<file path="src/rtl/err_cmp_pkg.sv">
// Shared types and constants for the error-compute controller and datapath.
package err_cmp_pkg;

   typedef enum logic [2:0] {
      StIdle,
      StSettle,
      StClr,
      StAccum,
      StDone
   } err_cmp_state_e;

   localparam int unsigned NUM_TERMS = 8;
   localparam int unsigned SEL_W     = 3;

endpackage

</file>
<file path="src/rtl/err_compute_sm.sv">
// Sequencer for the IR error accumulation: settle, clear, 8 add/subtract steps, result strobe.
// Build option ERR_CMP_RESTART_EN: IR_vld during SETTLE/CLR/ACCUM aborts and restarts the sequence.
module err_compute_sm
   import err_cmp_pkg::*;
#(
   parameter int unsigned SETTLE_CYC = 0
) (
   input  logic             clk,
   input  logic             rst_n,
   input  logic             IR_vld,
   output logic             clr_accum,
   output logic             en_accum,
   output logic             sub,
   output logic [SEL_W-1:0] sel,
   output logic             err_vld,
   output logic             busy
);

   localparam bit         UseSettle  = (SETTLE_CYC > 0);
   localparam logic [3:0] SettleLoad = 4'(UseSettle ? SETTLE_CYC - 1 : 0);
   localparam logic [SEL_W-1:0] LastStep = SEL_W'(NUM_TERMS - 1);

   err_cmp_state_e   state_q, state_d;
   logic [3:0]       settle_cnt_q, settle_cnt_d;
   logic [SEL_W-1:0] step_q, step_d;
   logic             start;

   always_ff @(posedge clk or negedge rst_n) begin
      if (!rst_n) begin
         state_q      <= StIdle;
         settle_cnt_q <= '0;
         step_q       <= '0;
      end else begin
         state_q      <= state_d;
         settle_cnt_q <= settle_cnt_d;
         step_q       <= step_d;
      end
   end

   always_comb begin
      state_d      = state_q;
      settle_cnt_d = settle_cnt_q;
      step_d       = step_q;

`ifdef ERR_CMP_RESTART_EN
      start = IR_vld && (state_q != StDone);
`else
      start = IR_vld && (state_q == StIdle);
`endif

      unique case (state_q)
         StIdle: ;
         StSettle: begin
            if (settle_cnt_q == '0) state_d = StClr;
            else                    settle_cnt_d = settle_cnt_q - 4'd1;
         end
         StClr: begin
            state_d = StAccum;
            step_d  = '0;
         end
         StAccum: begin
            step_d = step_q + 1'b1;
            if (step_q == LastStep) state_d = StDone;
         end
         StDone:  state_d = StIdle;
         default: state_d = StIdle;
      endcase

      // A (re)start overrides whatever the case decided; step restarts at 0.
      if (start) begin
         state_d      = UseSettle ? StSettle : StClr;
         settle_cnt_d = SettleLoad;
         step_d       = '0;
      end
   end

   // Outputs depend only on registered state, so IR_vld never reaches them combinationally.
   always_comb begin
      clr_accum = (state_q == StClr);
      en_accum  = (state_q == StAccum);
      err_vld   = (state_q == StDone);
      busy      = (state_q != StIdle);
      sel       = en_accum ? step_q : '0;
      sub       = en_accum & step_q[0];
   end

endmodule

</file>
<file path="config.mk">
export PLATFORM = sky130hd
export DESIGN_NAME = err_compute_sm
export DESIGN_NICKNAME = d
export VERILOG_FILES = /design/src/rtl/err_cmp_pkg.sv /design/src/rtl/err_compute_sm.sv
export SDC_FILE = /design/constraint.sdc
export NUM_CORES = 1
export LEC_CHECK = 0
export CAP_MARGIN = 5
export CORE_AREA = 3 3 40 42
export CTS_BUF_LIST = sky130_fd_sc_hd__clkbuf_8
export CTS_CLUSTER_DIAMETER = 100
export DETAILED_ROUTE_END_ITERATION = 10
export DIE_AREA = 0 0 43 45
export GPL_ROUTABILITY_DRIVEN = 0
export PLACE_DENSITY = 0.77
export SLEW_MARGIN = 40
export SYNTH_ARGS = -nofsm -noshare
export SYNTH_HDL_FRONTEND = slang
export SYNTH_SLANG_ARGS = --single-unit
</file>
<file path="constraint.sdc">
create_clock -name clk -period 3.07 [get_ports clk]
set_input_delay 0.307 -clock clk [delete_from_list [all_inputs] [get_ports clk]]
set_output_delay 0.307 -clock clk [all_outputs]
set_load 0.01 [all_outputs]
</file>
After elaboration in Yosys (flattened, before gate mapping)
Index checks and enable logic that the tools add are counted.

Bits in registers: 10. Bits of input ports: 3. Output and inout port bits: 8. Logic and storage cells: 33.

$add $sub $neg: 2. Equality and inequality tests: 9. Multiplexer cells: 10. Bitwise logic cells: 1. Reduce and logical (&&, ||, !) cells: 8.

Operators by type and width (count): $mux 3 (5); $mux 4 (3); $pmux 3 s4 (1); $eq 3x2->1 const B (2); $eq 3x3->1 const B (2); $pmux 3 s2 (1); $reduce_bool 3->1 (2); $logic_not 4->1 (1); $ne 2x2->1 const B (2); $sub 4x1->4 const B (1); $add 3x1->3 const B (1); $eq 3x1->1 const B (1); $logic_not 3->1 (1); $ne 3x1->1 const B (1); $ne 3x3->1 const B (1); $reduce_and 3->1 (1); $reduce_and 2->1 (1); $reduce_bool 2->1 (1); $and 1x1->1 (1); $logic_and 1x1->1 (1).

Logic depth before layout (Yosys ltp)
Word-level depth: 4. Mapped depth: 5. Depth with buffers taken out: 5.

Worst setup path before layout
No wires, ideal clock.

Path type: reg2out. From: reg state_q[0]. To: out sel[0]. Data arrival time: 1093 ps. Required time: 2763 ps. Setup slack: 1670 ps. Stages on the path, launching flop included: 5. Path buffers: 1. Cells stage by stage: dfrtp_1 > nand2_1 > nor2_2 > and2_1 > buf_4.

Longest elaborated chain between the ends: 2.

RTL lines: start, declared (line err_compute_sm.sv:23) `err_cmp_state_e state_q, state_d;`; start signal, assigned (line err_compute_sm.sv:30) `state_q <= StIdle;`; start signal, assigned (line err_compute_sm.sv:34) `state_q <= state_d;`; $eq 3x2->1 (line err_compute_sm.sv:80) `en_accum = (state_q == StAccum);`; via en_accum (line err_compute_sm.sv:12) `output logic en_accum,`; $mux 3 (line err_compute_sm.sv:83) `sel = en_accum ? step_q : '0;`; end, declared (line err_compute_sm.sv:14) `output logic [SEL_W-1:0] sel,`.

The timed path passes the listed nets, and every way through them passes these cells.

Worst setup path in the final report
From: reg state_q[1]. To: out sel[0].

Longest elaborated chain between the ends: 2.

RTL lines (line): $eq 3x2->1 (err_compute_sm.sv:80); $mux 3 (err_compute_sm.sv:83).

No other way between the ends.

==> results.py <==
metrics = {
    "synth": {
        "syn_inst": 54,
        "synth_seq_cells": 10,
        "syn_nets": 61,
        "synth_area_sq_um": 575.6,
        "yosysUniqueCellTypes": 27,
        "synth_area_per_cell_sq_um": 10.66,
        "ys_warn_count": 0,
        "yosysSeqAreaShare_pct": 43.48,
    },
    "power_and_ir_drop": {
        "switching_share_pct": 34.25,
        "pwr-share-comb_pct": 45.6,
        "power.share.sequential_pct": 33.1,
        "p_leak_uw": 0.0003502,
        "p_int_uw": 501.9,
        "clock_power_share_pct": 21.4,
        "p_sw_uw": 261.5,
        "cellPowerDensity_nw_per_um2": 1045,
        "irDropWorstVdd_mv": 0.5836,
    },
    "timing": {
        "maxSlewViolCount": 0,
        "skew_ns": 0.003912,
        "hold_violations": 0,
        "period_minus_slack_ns": 2.040,
        "post-route-period-util_pct": 66.44,
        "fmax_mhz": 490.3,
        "max-slew-margin-rel_pct": 70.85,
        "worst_slew_pin_slew_ns": 0.4359,
        "setup_viol": 0,
        "fin_setup_tns_ns": 0,
        "holdWs_ns": 0.3811,
        "rsz0062_at_grt": "false",
    },
    "layout": {
        "multi_input_area_sq_um": 299.0,
        "fillers": 120,
        "layout-drive-gt1-share_pct": 12.12,
        "final_nets": 74,
        "n_antenna_cell": 0,
        "final_cell_mix": "clkdlybuf4s50_1 (10), dfrtp_1 (10), nand2_1 (5), and2_1 (5)",
        "syn2layout_area_growth_pct": 26.96,
        "register_area_sq_um": 250.2,
    },
    "die": {
        "rows": 13,
        "die_area_sq_um": 1935,
        "chipHeight_um": 45,
        "start_util_pct": 44.79,
        "core_area_sq_um": 1285,
        "io_pins": 11,
        "die_width_um": 43,
    },
    "run": {
        "cap_violations": 0,
    },
    "critical_path": {
        "endpoint_kind": "primary output",
        "cp.required_ns": 2.76,
        "startpoint_type": "flip-flop",
        "critical_path_class": "flip-flop to primary output",
        "cp.arrival_ns": 1.73,
        "crit_fanout": 9,
    },
    "placed_design": {
        "dp_hpwl_um": 727.5,
        "numPortBuffers": 10,
    },
    "clocking": {
        "cts_hold_buf": 0,
        "clk_pin_slew_ns": 0.05,
        "cts_buffers": 3,
        "clockRootBuffer": "clkbuf_8",
        "worstSkewPairLatency_ns": 0.23,
        "htreeDepth": 1,
        "post_cts_resized": 0,
        "clock-sinks": 10,
        "cts_tree": "done",
        "clockBufferDepth": 2,
        "postCtsSetupRepairBufs": 0,
    },
    "route": {
        "wl_per_cell_um": 11.35,
        "drc": 0,
        "met2_length_um": 439,
        "postRouteAntennaNets": 0,
        "dr.max_layer_used": "met3",
        "avgViaCountPerCell": 5.062,
        "firstDrtPassIters": 4,
        "wl_um": 919,
        "routed-wl-met3_um": 47,
        "vias": 410,
        "drtIter0Drc": 10,
        "met1_length_um": 432,
    },
    "min_path": {
        "hold_class": "primary input to asynchronous set/reset pin",
    },
    "global_route": {
        "grt_max_degree": 11,
        "grt.overflow.total": 0,
        "grt_pass1_vias": 363,
        "antenna_found_initial": 0,
        "grtUsageTotal_pct": 11.17,
        "grt_pass1_wl_mm": 1.559,
    },
    "run_status": {
        "status": "complete, no violations",
    },
}
==> Yosys cell counts (all sizes together) <==
| library cell | number | share of area (%) |
|---|---|---|
| or3 | 1 | 1.1 |
| nand2b | 2 | 2.2 |
| nand3 | 1 | 0.87 |
| ha | 4 | 8.7 |
| nor3 | 2 | 1.7 |
| and2 | 5 | 5.4 |
| mux2i | 4 | 7.0 |
| a21oi | 1 | 0.87 |
| dfrtp | 10 | 43 |
| a22o | 2 | 3.0 |
| nor2 | 2 | 1.7 |
| inv | 2 | 1.3 |
| or2b | 1 | 1.3 |
| nand2 | 5 | 3.3 |
| o21ai | 2 | 1.7 |
| and3b | 1 | 1.5 |
| o21bai | 1 | 1.3 |
| or4b | 1 | 2.4 |
| o211ai | 1 | 1.3 |
| nor3b | 2 | 3.5 |
| mux2 | 1 | 2.0 |
| buf | 2 | 3.3 |
| nor2b | 1 | 1.1 |
==> through the flow <==
step | total power, uW | area [sq um] | std cells | setup WS (ns) | util (%)
after floorplan | 483.6 | 575.6 | 54 | 1.670 | -
after global placement | 598.5 | 675.6 | 77 | 1.297 | 52.58
after detailed placement | 607.9 | 675.6 | 77 | 1.274 | 52.58
after CTS | 774.8 | 730.7 | 81 | 1.020 | 56.86
after global routing | 822.8 | 730.7 | 81 | 0.9131 | 56.86
final | 763.5 | 730.7 | 81 | 1.030 | 56.86
==> final cells by class <==
cell class,count,area share [%]
sequential,10,34.25
tap,15,2.568
clock buffer,4,7.534
timing repair buffer,10,13.70
inverter,2,1.027
multi-input combinational,40,40.92
==> power groups by stage <==
stage | registers [uW] | logic, uW | clock network, uW
after detailed placement | 254 | 354 | 0
after floorplan | 235 | 249 | 0
after global placement | 252 | 347 | 0
after global routing | 264 | 384 | 175
after CTS | 253 | 355 | 167
final | 252 | 348 | 163
==> registers in the layout, summed over array words and instances, names as in the netlist <==
| register | count |
|---|---|
| settle_cnt_q | 4 |
| state_q | 3 |
| step_q | 3 |
==> path summary, 6_finish.rpt <==
path / slack (ns) / start / cells past startpoint / to
setup / recovery: 1.03 / state_q[1] / 4 / sel[0]
hold / removal: 0.38 / rst_n / 1 / settle_cnt_q[2]
hold reg to reg: 0.50 / settle_cnt_q[0] / 1 / settle_cnt_q[0]
setup reg to reg: 1.71 / state_q[1] / 3 / settle_cnt_q[0]
max in group asynchronous: 2.38 / rst_n / 1 / settle_cnt_q[0]
min in group clk: 0.50 / settle_cnt_q[0] / 1 / settle_cnt_q[0]
==> worst max-delay path, stage by stage (launching register included) <==
cell and delay (ns):
dfrtp_1 0.47, nand2_1 0.10, nor2_2 0.21, and2_1 0.18
clkdlybuf4s50_1 0.54
==> kinds of logic (layout without fill, tap and decap cells) <==
group / Yosys count / count (layout) / synth area share [%]
flops: 10 / 10 / 43.48
mux: 5 / 5 / 8.913
compound gates: 7 / 7 / 8.260
buf+inv: 4 / 16 / 4.566
fa+ha+maj: 4 / 4 / 8.696
simple gates: 24 / 24 / 26.09
==> routing by layer <==
| metal | global-route usage (%) | up-vias |
|---|---|---|
| li1 | - | 213 |
| met1 | 13.89 | 189 |
| met2 | 16.77 | 8 |
| met3 | 5.976 | 0 |
| met4 | 3.614 | 0 |
| met5 | 0 | - |
(Power assumes the default switching activity.)
